$ cat src/rtl/spi_slave16.sv
// spi_slave16: 16-bit SPI mode-3 responder, oversampled on the system clock.
// SCLK, SS_n and MOSI are synchronized into clk; MOSI is captured on SCLK rise
// and MISO advances on SCLK fall. One word per SS_n-low frame.
module spi_slave16 (
  input  logic        clk,
  input  logic        rst_n,
  input  logic        SS_n,
  input  logic        SCLK,
  input  logic        MOSI,
  output logic        MISO,
  input  logic [15:0] tx_data,
  output logic [15:0] rx_data,
  output logic        rdy,
  output logic        frm_err
);

  typedef enum logic {IDLE, ACTIVE} state_t;

  localparam logic [4:0] FRAME_BITS = 5'd16;

  state_t      state;
  logic        sclk_ff1, sclk_ff2, sclk_ff3;
  logic        ss_ff1, ss_ff2, ss_ff3;
  logic        mosi_ff1, mosi_ff2, mosi_ff3;
  logic [15:0] rx_shft;
  logic [15:0] tx_shft;
  logic [4:0]  bit_cnt;

  logic sclk_rise, sclk_fall, ss_rise, ss_fall;

  // Three-flop synchronizers; ff3 exists so edges can be detected on ff2/ff3.
  // SCLK resets to its idle-high level so reset release shows no false edge.
  always_ff @(posedge clk) begin
    // NOTE: reset is synchronous here -- tested inside the clocked block, not in the sensitivity list.
    if (!rst_n) begin
      {sclk_ff1, sclk_ff2, sclk_ff3} <= 3'b111;
      {ss_ff1, ss_ff2, ss_ff3}       <= 3'b000;
      {mosi_ff1, mosi_ff2, mosi_ff3} <= 3'b000;
    end else begin
      {sclk_ff1, sclk_ff2, sclk_ff3} <= {SCLK, sclk_ff1, sclk_ff2};
      {ss_ff1, ss_ff2, ss_ff3}       <= {SS_n, ss_ff1, ss_ff2};
      {mosi_ff1, mosi_ff2, mosi_ff3} <= {MOSI, mosi_ff1, mosi_ff2};
    end
  end

  assign sclk_rise = sclk_ff2 & ~sclk_ff3;
  assign sclk_fall = ~sclk_ff2 & sclk_ff3;
  assign ss_rise   = ss_ff2 & ~ss_ff3;
  assign ss_fall   = ~ss_ff2 & ss_ff3;

  // Frame FSM with shifters, bit counter and registered rdy/frm_err pulses.
  // SS_n edges take priority; an SCLK edge in the same cycle is dropped.
  always_ff @(posedge clk) begin
    // NOTE: all state here uses non-blocking assignments so every register sees pre-edge values.
    if (!rst_n) begin
      state   <= IDLE;
      rx_shft <= '0;
      tx_shft <= '0;
      rx_data <= '0;
      bit_cnt <= '0;
      rdy     <= 1'b0;
      frm_err <= 1'b0;
    end else begin
      rdy     <= 1'b0;
      frm_err <= 1'b0;
      if (ss_fall) begin
        // Start of frame, or a restart if a stray fall arrives while active.
        state   <= ACTIVE;
        tx_shft <= tx_data;
        bit_cnt <= '0;
      end else if (ss_rise) begin
        // A rise while idle (e.g. SS_n high at reset release) is ignored.
        if (state == ACTIVE) begin
          state <= IDLE;
          if (bit_cnt == FRAME_BITS) begin
            rx_data <= rx_shft;
            rdy     <= 1'b1;
          end else begin
            frm_err <= 1'b1;
          end
        end
      end else if (state == ACTIVE) begin
        if (sclk_rise && (bit_cnt < FRAME_BITS)) begin
          rx_shft <= {rx_shft[14:0], mosi_ff3};
          bit_cnt <= bit_cnt + 5'd1;
        end else if (sclk_fall && (bit_cnt != 5'd0) && (bit_cnt < FRAME_BITS)) begin
          // The fall at bit_cnt 0 is the master's front porch: MISO already
          // shows tx_data[15], so it must not shift.
          tx_shft <= {tx_shft[14:0], 1'b0};
        end
      end
    end
  end

  assign MISO = tx_shft[15];

endmodule

$ cat config.mk
export PLATFORM = sky130hd
export DESIGN_NAME = spi_slave16
export DESIGN_NICKNAME = d
export VERILOG_FILES = /design/src/rtl/spi_slave16.sv
export SDC_FILE = /design/constraint.sdc
export NUM_CORES = 1
export LEC_CHECK = 0
export CORE_UTILIZATION = 57
export CTS_CLUSTER_DIAMETER = 100
export CTS_CLUSTER_SIZE = 40
export DETAILED_ROUTE_END_ITERATION = 7
export PLACE_DENSITY_LB_ADDON = 0.3
export SYNTH_ARGS = -nofsm -noshare
export SYNTH_HDL_FRONTEND = slang
export SYNTH_SLANG_ARGS = --single-unit
$ cat constraint.sdc
create_clock -name clk -period 3.2 [get_ports clk]
set_clock_uncertainty 0.1 [all_clocks]
set_input_delay 0.48 -clock clk [delete_from_list [all_inputs] [get_ports clk]]
set_output_delay 0.48 -clock clk [all_outputs]
set_load 0.01 [all_outputs]
==> reports/qor.log, run 1 <==
qor: routing.drt-initial-drc-count 195
qor: worst_setup_path.crit-reg2reg-capture tx_shft[14]
qor: worst_setup_path.critical_path_arrival 2.49 ns
qor: routing.viasPerCell 5.76
qor: power_and_ir_drop.power_density 493 mW/mm^2
qor: die.rows 24
qor: sta.tightest_pin_transition 0.898 ns
qor: sta.finalCriticalPeriod 2.33 ns
qor: clocking.cts_buffers 9
qor: routing.route.detailed.wl_per_inst 14.3 um
qor: synth.post-synth-top-area-cell sky130_fd_sc_hd__dfxtp_1
qor: die.initial_util 0.612
qor: synth.yosysWarnings 0
qor: routing.routed_wire_length 5580 um
qor: sta.finalSetupViolations 0
qor: worst_setup_path.setup.worst_path.start ss_ff2
qor: synth.mappedNetlistArea 0.00274 sq mm
qor: worst_setup_path.critical_path_maximum_fanout 22
qor: cells_and_area.antenna_cells 0
qor: global_routing.grt_start_max_net_pins 37
qor: synth.synthCells 302
qor: worst_setup_path.cp-end-kind register
qor: synth.netlist_top_cells_area sky130_fd_sc_hd__dfxtp_1, sky130_fd_sc_hd__a21oi_1, sky130_fd_sc_hd__nand3_1, sky130_fd_sc_hd__o21ai_0, sky130_fd_sc_hd__mux2_2
qor: placed_design.dp_hpwl 3520 um
qor: synth.synth.avg_cell_area 9.06 sq um
qor: synth.number_of_register_bits_inferred_by_synthesis 65
qor: worst_hold_path.hold_path_depth 1
qor: outcome.status finished with violations
qor: synth.synth_edf_count 0
qor: worst_setup_path.max_stage_delay 0.62 ns
qor: power_and_ir_drop.pwr-share-seq 0.498
qor: worst_setup_path.worst_ep_required_time 3.37 ns
qor: global_routing.grt_usage 0.244
qor: synth.seq_area_frac_synth 0.475
qor: die.core 0.00447 sq mm
qor: power_and_ir_drop.switching_share 0.215
qor: clocking.cts_tree built
qor: die.top_level_ports 40
qor: placed_design.gp_congestion 0.744
qor: die.floorplan.die_area 0.00508 sq mm
qor: cells_and_area.post_route_cells_drive_above_1_share 0.122
qor: worst_hold_path.hold_removal_path_class reg -> reg
qor: power_and_ir_drop.comb_power_share 0.042
qor: routing.antenna_violating_nets_post_route 0
qor: power_and_ir_drop.fraction_of_power_consumed_by_the_clock_network 0.460
qor: outcome.failed_checks DRC
qor: worst_setup_path.regToRegStartpoint ss_ff2
qor: power_and_ir_drop.power.leakage 1.22 nW
qor: sta.fmaxAchievable 430 MHz
qor: sta.timing.slew.headroom 0.401
qor: worst_setup_path.slack_of_the_worst_reg_to_reg_path 0.87 ns
qor: worst_hold_path.worstHoldEndpoint sclk_ff2
qor: cells_and_area.layout.core_utilization 0.743
qor: synth.synth-async-reset-ratio 0
qor: worst_setup_path.cp_num_buf_inv 1
qor: sta.fin_worst_hold_slack 0.317 ns
qor: worst_setup_path.worst-r2r-cell-count 5
qor: clocking.cts_root_buf sky130_fd_sc_hd__clkbuf_8
qor: worst_setup_path.cp-start-kind register
qor: die.dieWidth 71.3 um
qor: global_routing.antenna_violations_before_repair 0
qor: power_and_ir_drop.vdd_ir_drop_max 0.512 mV
qor: clocking.clockBufferDepth 2
qor: synth.synth_top_area_frac 0.475
qor: global_routing.wire_length_of_the_first_global_routing_pass 9640 um
qor: worst_setup_path.cp_top_family simple AND/OR/NAND/NOR gates
qor: sta.final-max-slew-violation-count 0
qor: job.timing.max_cap.violations 0
qor: sta.final-hold-violation-count 0
qor: synth.dominantRegCellSynth sky130_fd_sc_hd__dfxtp_1
qor: global_routing.grt-ovfl-total 0
qor: power_and_ir_drop.p_int 0.00129 W
qor: worst_setup_path.cp_slowest_cell sky130_fd_sc_hd__or4b_4
qor: clocking.numClockSinks 65
qor: clocking.holdBufCountCts 0
qor: power_and_ir_drop.p_switching 0.000351 W
qor: cells_and_area.nets 358
qor: cells_and_area.num-fill-cells 333
qor: cells_and_area.layout.area.seq 0.00130 sq mm
qor: sta.period_share 0.727
qor: routing.drt-pass1-iter-count 6
qor: clocking.cts_resized 0
qor: worst_hold_path.timing.hold.worst.start sclk_ff1
qor: synth.mappedNetlistNets 328
qor: routing.drc 2
qor: clocking.post_cts_setup_bufs 0
qor: cells_and_area.multiInputGateArea 0.00129 sq mm
qor: global_routing.number_of_global_route_vias_before_repair 2126
qor: sta.fin_tns_setup 0 ns
qor: die.die_height 71.3 um
qor: synth.unique_cell_type_count_in_the_yosys_netlist 31
qor: synth.synthMostInstantiatedCell sky130_fd_sc_hd__dfxtp_1
qor: sta.rsz0062_at_grt false
qor: clocking.clk_latency 0.35 ns
qor: placed_design.place.port_buffers 39
qor: cells_and_area.syn_to_final_growth 21.4%
qor: synth.yosys-top-cells-count sky130_fd_sc_hd__dfxtp_1, sky130_fd_sc_hd__a21oi_1, sky130_fd_sc_hd__nand3_1, sky130_fd_sc_hd__o21ai_0, sky130_fd_sc_hd__nand2_1
qor: worst_setup_path.critPathKind reg -> reg
qor: routing.route.vias.total 2241
qor: worst_setup_path.timing.critical_path.cells inv_1, ha_1, or4b_4, o211ai_4, mux2i_1
qor: clocking.cts_max_level 3
qor: clocking.clk_pin_slew_worst_paths 0.07 ns
## worst max path at each step
stage / end / slack, ns / depth (start not counted)
2_1_floorplan: tx_shft[10] / 1.43 / 6
3_3_place_gp: tx_shft[15] / 0.97 / 5
3_5_place_dp: tx_shft[4] / 0.87 / 5
4_1_cts: tx_shft[14] / 0.86 / 5
5_1_grt: rx_data[8] / 0.61 / 5
6_report: tx_shft[14] / 0.87 / 5
## layout by cell type (no fill, tap or decap), drive strengths merged, types with 3 or more instances in the layout
cell type / n
a21oi: 36
and2: 5
buf: 4
clkbuf: 11
clkdlybuf4s50: 39
dfxtp: 65
ha: 5
inv: 8
mux2: 15
mux2i: 16
nand2: 33
nand2b: 4
nand3: 35
nor3: 3
o21ai: 34
## per-layer routing
metal,part of all wire,GRT usage,vias to the layer above
met5,0,0,-
met3,0.045,0.0619,15
met2,0.47,0.384,62
met1,0.46,0.305,1049
li1,-,-,1115
met4,0.023,0.138,0
## state kept, by name, summed over array words and instances, names as in the netlist, 5 cells and up
name	count
bit_cnt	5
rx_data	16
rx_shft	16
tx_shft	16
## metrics by stage
step	std cells	total power [W]	cell area, sq um	worst slack (ns)
global placement	373	0.000901	3110	0.965
detailed placement	373	0.000903	3110	0.873
CTS	389	0.00165	3320	0.860
global route	389	0.00168	3320	0.612
floorplan	302	0.000869	2740	1.43
finish	389	0.00164	3320	0.875
## final cells by class
type                            instances  area share
Sequential cell                        65       0.392
Multi-Input combinational cell        204       0.389
Timing Repair Buffer                   43       0.127
Clock buffer                           11      0.0395
Clock inverter                          5      0.0241
Tap cell                               52      0.0196
Inverter                                9      0.0102
## kinds of logic after synthesis
family,Yosys count,share of synthesized area
AO/OA/AOI/OAI,75,0.148
buffers and inverters,33,0.0553
AND/OR/NAND/NOR,93,0.178
flip-flops,65,0.475
adder cells (fa/ha/maj),5,0.0229
multiplexers,31,0.120
## worst reg2reg max path, delay by kind of cell, from the launching register on
kind | cells | cell delay [ns]
flops | 1 | 0.37
fa+ha+maj | 1 | 0.51
buf+inv | 1 | 0.08
compound gates | 1 | 0.31
simple gates | 1 | 0.63
mux | 1 | 0.27
## power groups by stage
stage,Sequential (W),Clock (W),Combinational [W]
6_report,0.000816,0.000752,0.0000688
5_1_grt,0.000816,0.000792,0.0000746
4_1_cts,0.000816,0.000764,0.0000688
3_5_place_dp,0.000834,0,0.0000685
3_3_place_gp,0.000834,0,0.0000674
2_1_floorplan,0.000833,0,0.0000359
(Power assumes the default switching activity.)
==> run 2, diff against run 1 <==
- CORE_UTILIZATION: 57 -> 53
- clock period: 3.2 -> 2.3 ns (I/O delays scaled with it)
==> run 2 against run 1 <==
Compared with the run above:
- the flow now finishes without violations
- largest cell class unchanged
- largest power group unchanged
- design area up 2.6%
- utilization is 3.9 points lower
- worst hold slack better by 0.0043 ns
- cell count up 5.7%
- maximum frequency rose by 19%
- power up 42%
- wire length hardly changed
- combinational power increased by 45%
- register-to-register slack worse by 0.53 ns
==> reports/qor.log, run 2 (synthesis gave the netlist of run 1 again) <==
qor: cells_and_area.mostFrequentLayoutCell sky130_fd_sc_hd__dfxtp_1
qor: routing.drc 0 [-2]
qor: clocking.post_cts_setup_bufs 0 [unchanged]
qor: worst_setup_path.worst-r2r-cell-count 5 [unchanged]
qor: routing.route.vias.total 2291 [+2.2%]
qor: die.initial_util 0.565 [-0.0472]
qor: cells_and_area.syn_to_final_growth 24.6%
qor: sta.tightest_pin_transition 0.695 ns [-0.203 ns]
qor: worst_setup_path.cp-end-kind register
qor: clocking.cts_resized 0 [unchanged]
qor: sta.timing.slew.headroom 0.535 [+0.133]
qor: cells_and_area.layout.area.seq 0.00130 sq mm [unchanged]
qor: worst_setup_path.critPathKind reg -> reg
qor: global_routing.grt-ovfl-total 0 [unchanged]
qor: cells_and_area.biggestRegsByFlops rx_data x16, rx_shft x16, tx_shft x16
qor: clocking.cts_tree built
qor: worst_setup_path.critical_path_maximum_fanout 16 [-27%]
qor: worst_setup_path.worst_ep_required_time 2.47 ns [-0.90 ns]
qor: clocking.clk_latency 0.35 ns [about the same]
qor: worst_setup_path.max_stage_delay 0.51 ns [-0.11 ns]
qor: sta.fin_tns_setup 0 ns [unchanged]
qor: cells_and_area.multiInputGateArea 0.00129 sq mm [unchanged]
qor: placed_design.dp_hpwl 3520 um [+0.22%]
qor: placed_design.placed_cells_incl_taps 395 [+5.9%]
qor: worst_setup_path.setup.worst_path.start ss_ff2
qor: placed_design.place.port_buffers 39 [unchanged]
qor: cells_and_area.post_route_cells_drive_above_1_share 0.145 [+0.0237]
qor: global_routing.antenna_violations_before_repair 0 [unchanged]
qor: placed_design.gp_congestion 0.726 [-2.3%]
qor: power_and_ir_drop.vdd_ir_drop_max 0.440 mV [-14%]
qor: sta.final-max-slew-violation-count 0 [unchanged]
qor: clocking.cts_root_buf sky130_fd_sc_hd__clkbuf_8
qor: die.dieWidth 73.9 um [+3.6%]
qor: worst_setup_path.cp_slowest_cell sky130_fd_sc_hd__or4b_4
qor: worst_setup_path.worst_setup_path_endpoint tx_shft[9]
qor: routing.drt-pass1-iter-count 5 [-1]
qor: worst_setup_path.timing.critical_path.cells inv_1, ha_1, or4b_4, o211ai_4, mux2i_1
qor: clocking.holdBufCountCts 0 [unchanged]
qor: sta.final-hold-violation-count 0 [unchanged]
qor: clocking.cts_buffers 9 [unchanged]
qor: worst_hold_path.hold_removal_path_class reg -> reg
qor: cells_and_area.nets 365 [+2.0%]
qor: outcome.status finished, final reports clean
qor: worst_setup_path.regToRegStartpoint ss_ff2
qor: cells_and_area.num-fill-cells 389 [+17%]
qor: die.rows 25 [+4.2%]
qor: cells_and_area.antenna_cells 0 [unchanged]
qor: global_routing.grt_usage 0.238 [-0.00585]
qor: routing.route.detailed.wl_per_inst 13.6 um [-5.3%]
qor: die.top_level_ports 40 [unchanged]
qor: clocking.cts_max_level 3 [unchanged]
qor: cells_and_area.layoutNonFillerInstCount 411 [+5.7%]
qor: routing.antenna_violating_nets_post_route 0 [unchanged]
qor: cells_and_area.most-common-layout-cells sky130_fd_sc_hd__dfxtp_1, sky130_fd_sc_hd__clkdlybuf4s50_1, sky130_fd_sc_hd__a21oi_1
qor: sta.finalSetupViolations 0 [unchanged]
qor: routing.viasPerCell 5.57 [-3.2%]
qor: power_and_ir_drop.power_density 681 mW/mm^2 [+38%]
qor: clocking.numClockSinks 65 [unchanged]
qor: power_and_ir_drop.power.leakage 1.27 nW [+3.9%]
qor: sta.fmaxAchievable 513 MHz [+19%]
qor: worst_setup_path.slack_of_the_worst_reg_to_reg_path 0.35 ns [-0.53 ns]
qor: sta.period_share 0.848 [+0.121]
qor: worst_setup_path.critical_path_arrival 2.12 ns [-0.37 ns]
qor: die.floorplan.die_area 0.00546 sq mm [+7.3%]
qor: worst_setup_path.crit-reg2reg-capture tx_shft[9]
qor: global_routing.wire_length_of_the_first_global_routing_pass 9710 um [+0.72%]
qor: worst_setup_path.cp-start-kind register
qor: sta.finalCriticalPeriod 1.95 ns [-0.375 ns]
qor: die.core 0.00485 sq mm [+8.4%]
qor: routing.drt-initial-drc-count 154 [-21%]
qor: sta.rsz0062_at_grt false
qor: clocking.clk_pin_slew_worst_paths 0.07 ns [about the same]
qor: die.die_height 73.9 um [+3.6%]
qor: clocking.clockBufferDepth 2 [unchanged]
qor: routing.routed_wire_length 5580 um [about the same]
qor: global_routing.number_of_global_route_vias_before_repair 2164 [+1.8%]
qor: job.timing.max_cap.violations 0 [unchanged]
qor: global_routing.grt_start_max_net_pins 37 [unchanged]
[run 2: cell type report]
cell class                      instances  share of cell area
Inverter                                9             0.00990
Tap cell                               67              0.0246
Clock inverter                          6              0.0264
Timing Repair Buffer                   50               0.139
Multi-Input combinational cell        204               0.379
Sequential cell                        65               0.382
Clock buffer                           10              0.0404
[run 2: per-layer routing]
metal | up-vias | GRT usage | wire [um] | share of wire
met5 | - | 0 | 0 | 0
met4 | 0 | 0.154 | 168 | 0.030
met3 | 17 | 0.0494 | 264 | 0.047
met2 | 74 | 0.373 | 2660 | 0.48
met1 | 1069 | 0.295 | 2490 | 0.45
li1 | 1131 | - | - | -
[run 2: where the power goes]
| part | internal [W] | switching (W) | leakage (nW) | total [W] |
|---|---|---|---|---|
| logic | 0.0000508 | 0.0000489 | 0.630 | 0.0000997 |
| registers | 0.00113 | 0.00000335 | 0.525 | 0.00114 |
| clock network | 0.000643 | 0.000444 | 0.113 | 0.00109 |
[run 2: critical path: cells and delay by family (launching register included)]
family	cells	cell delay, ns
simple gates	1	0.51
fa+ha+maj	1	0.26
mux	1	0.26
compound gates	1	0.31
flops	1	0.36
buf+inv	1	0.08
[run 2: worst min path at each step]
| stage | slack, ns | to | cells past startpoint | from |
|---|---|---|---|---|
| detailed placement | 0.29 | sclk_ff2 | 1 | sclk_ff1 |
| global placement | 0.30 | sclk_ff2 | 1 | sclk_ff1 |
| global route | 0.36 | sclk_ff2 | 1 | sclk_ff1 |
| CTS | 0.33 | sclk_ff2 | 1 | sclk_ff1 |
| finish | 0.32 | sclk_ff2 | 1 | sclk_ff1 |
| floorplan | 0.29 | sclk_ff2 | 1 | sclk_ff1 |
[run 2: metrics by stage]
stage	power [W]	instance area (sq um)	worst slack, ns	util	hold WS, ns
2_1_floorplan	0.00121	2740	0.529	-	0.286
3_3_place_gp	0.00126	3180	0.437	0.657	0.297
3_5_place_dp	0.00126	3180	0.353	0.657	0.292
4_1_cts	0.00233	3410	0.338	0.703	0.328
5_1_grt	0.00239	3410	0.226	0.703	0.361
6_report	0.00232	3410	0.349	0.703	0.321
==> run 3, diff against run 2 <==
- clock period: 2.3 -> 1.94 ns (I/O delays scaled with it)
==> run 3 against run 2 <==
Compared with the run above:
- count of clock-buffer cells in the layout stayed put
- worst setup slack worse by 0.23 ns
- sequential cell count stayed put
- utilization is 0.52 points higher
- first-iteration DRC count is 19% lower
- cell count is 0.73% higher
- design area is 0.73% higher
- non-clock buffer count is 3 higher
- maximum frequency is 7.2% higher
- clock power is 6% higher
- largest power group unchanged
==> reports/qor.log, run 3 (synthesis gave the netlist of run 1 again) <==
qor: die.initial_util 0.565 [unchanged]
qor: worst_hold_path.hold_removal_path_class reg -> reg
qor: clocking.cts_resized 0 [unchanged]
qor: global_routing.grt_start_max_net_pins 36 [-2.7%]
qor: sta.final-hold-violation-count 0 [unchanged]
qor: cells_and_area.layout.area.seq 0.00130 sq mm [unchanged]
qor: sta.rsz0062_at_grt false
qor: sta.finalSetupViolations 0 [unchanged]
qor: worst_setup_path.critical_path_arrival 1.99 ns [-0.13 ns]
qor: worst_setup_path.timing.critical_path.cells inv_1, ha_1, or4b_4, o211ai_4, buf_12, mux2i_1
qor: routing.drt-initial-drc-count 124 [-19%]
qor: placed_design.placement.setup.worst_slack 0.0541 ns [-0.299 ns]
qor: power_and_ir_drop.switching_share 0.227 [+0.0132]
qor: worst_setup_path.critical_path_maximum_fanout 9 [-7]
qor: sta.post-route-worst-setup-slack 0.120 ns [-0.229 ns]
qor: power_and_ir_drop.power.leakage 1.28 nW [+0.87%]
qor: global_routing.antenna_violations_before_repair 0 [unchanged]
qor: sta.tightest_pin_transition 0.402 ns [-0.293 ns]
qor: clocking.cts_tree built
qor: clocking.clockBufferDepth 2 [unchanged]
qor: routing.drt-pass1-iter-count 7 [+2]
qor: sta.fmaxAchievable 550 MHz [+7.2%]
qor: worst_setup_path.worst_ep_required_time 2.11 ns [-0.36 ns]
qor: routing.routed_wire_length 5520 um [-1.0%]
qor: sta.final-max-slew-violation-count 0 [unchanged]
qor: placed_design.gp_congestion 0.740 [+1.9%]
qor: routing.route.vias.total 2267 [-1.0%]
qor: worst_setup_path.critPathKind reg -> reg
qor: cells_and_area.antenna_cells 0 [unchanged]
qor: die.top_level_ports 40 [unchanged]
qor: cells_and_area.post_route_cells_drive_above_1_share 0.153 [+0.00739]
qor: sta.period_share 0.938 [+0.0899]
qor: clocking.clk_pin_slew_worst_paths 0.07 ns [about the same]
qor: die.core 0.00485 sq mm [unchanged]
qor: routing.route.detailed.wl_per_inst 13.3 um [-1.7%]
qor: worst_setup_path.cp-start-kind register
qor: worst_setup_path.cp-end-kind register
qor: power_and_ir_drop.p_int 0.00203 W [+11%]
qor: die.dieWidth 73.9 um [unchanged]
qor: worst_setup_path.max_stage_delay 0.50 ns [about the same]
qor: clocking.holdBufCountCts 0 [unchanged]
qor: global_routing.grt-ovfl-total 0 [unchanged]
qor: clocking.cts_root_buf sky130_fd_sc_hd__clkbuf_8
qor: die.floorplan.die_area 0.00546 sq mm [unchanged]
qor: placed_design.dp_hpwl 3550 um [+0.71%]
qor: clocking.clk_latency 0.34 ns [about the same]
qor: clocking.numClockSinks 65 [unchanged]
qor: power_and_ir_drop.fraction_of_power_consumed_by_the_clock_network 0.443 [-0.025]
qor: power_and_ir_drop.pwr-share-seq 0.512 [+0.023]
qor: global_routing.number_of_global_route_vias_before_repair 2067 [-4.5%]
qor: clocking.cts_buffers 9 [unchanged]
qor: global_routing.wire_length_of_the_first_global_routing_pass 9220 um [-5.0%]
qor: cells_and_area.syn_to_final_growth 25.5%
qor: sta.finalCriticalPeriod 1.82 ns [-0.131 ns]
qor: clocking.cts_max_level 3 [unchanged]
qor: global_routing.grt_usage 0.227 [-0.0111]
qor: worst_setup_path.cp_slowest_cell sky130_fd_sc_hd__or4b_4
qor: cells_and_area.nets 368 [+0.82%]
qor: routing.antenna_violating_nets_post_route 0 [unchanged]
qor: sta.timing.slew.headroom 0.732 [+0.197]
qor: routing.viasPerCell 5.48 [-1.8%]
qor: power_and_ir_drop.power_density 765 mW/mm^2 [+12%]
qor: cells_and_area.mostFrequentLayoutCell sky130_fd_sc_hd__dfxtp_1
qor: placed_design.place.port_buffers 39 [unchanged]
qor: sta.fin_tns_setup 0 ns [unchanged]
qor: die.die_height 73.9 um [unchanged]
qor: power_and_ir_drop.vdd_ir_drop_max 0.453 mV [+3.0%]
qor: outcome.status finished, final reports clean
qor: job.timing.max_cap.violations 0 [unchanged]
qor: routing.drc 0 [unchanged]
qor: cells_and_area.num-fill-cells 385 [-1.0%]
qor: power_and_ir_drop.p_switching 0.000596 W [+20%]
qor: power_and_ir_drop.comb_power_share 0.045 [+0.002]
qor: die.rows 25 [unchanged]
qor: cells_and_area.most-common-layout-cells sky130_fd_sc_hd__dfxtp_1, sky130_fd_sc_hd__clkdlybuf4s50_1, sky130_fd_sc_hd__a21oi_1
qor: cells_and_area.multiInputGateArea 0.00129 sq mm [unchanged]
qor: cells_and_area.biggestRegsByFlops rx_data x16, rx_shft x16, tx_shft x16
==> run 3: cell types whose count changed in the layout (fill, tap and decap cells not counted) <==
cell / previous run / this run
sky130_fd_sc_hd__buf_12: 0 / 2
sky130_fd_sc_hd__buf_4: 11 / 12
sky130_fd_sc_hd__bufinv_16: 2 / 1
sky130_fd_sc_hd__clkinv_4: 1 / 2
sky130_fd_sc_hd__clkinvlp_4: 1 / 2
sky130_fd_sc_hd__inv_6: 1 / 0
==> run 3: critical path, delay by kind of cell, from the launching register on <==
family,cells,cell delay [ns]
buffers and inverters,2,0.25
and+or+nand+nor,1,0.50
AOI/OAI and AO/OA,1,0.15
DFF,1,0.37
adders and majority gates,1,0.21
muxes,1,0.17
==> run 3: cell type report <==
cell class,count,share of cell area
timing repair buffer,53,0.151
tap,67,0.0244
inverter,9,0.00983
clock buffer,10,0.0401
clock inverter,6,0.0197
sequential,65,0.379
multi-input combinational,204,0.376
==> run 3: timing repair <==
action | in CTS | in global routing
hold endpoints to repair | 0 | 0
buffers inserted | 0 | 3
setup endpoints to repair | 0 | 16
==> run 3: per-layer routing <==
metal	global-route usage	part of all wire
met2	0.378	0.47
met1	0.276	0.48
met3	0.0453	0.026
met5	0	0
met4	0.115	0.024
==> run 3: power groups by stage <==
stage	clock network (W)	logic [W]	registers, W
2_1_floorplan	0	0.0000592	0.00137
3_3_place_gp	0	0.000114	0.00138
3_5_place_dp	0	0.000116	0.00138
4_1_cts	0.00118	0.000117	0.00135
5_1_grt	0.00125	0.000127	0.00135
6_report	0.00116	0.000118	0.00135
==> run 3: path summary, 6_finish.rpt <==
check / from / endpoint / slack [ns] / cells past startpoint
hold / removal: sclk_ff1 / sclk_ff2 / 0.31 / 1
hold reg to reg: sclk_ff1 / sclk_ff2 / 0.31 / 1
setup / recovery: ss_ff2 / tx_shft[5] / 0.12 / 6
setup reg to reg: ss_ff2 / tx_shft[5] / 0.12 / 6
==> run 3: through the flow <==
stage,cells,hold slack [ns],area [sq um],total power [W],utilization
after global routing,414,0.339,3440,0.00272,0.709
after detailed placement,395,0.297,3180,0.00149,0.657
after CTS,411,0.315,3390,0.00265,0.699
after floorplan,302,0.286,2740,0.00143,-
after global placement,395,0.291,3180,0.00149,0.657
final,414,0.309,3440,0.00263,0.709
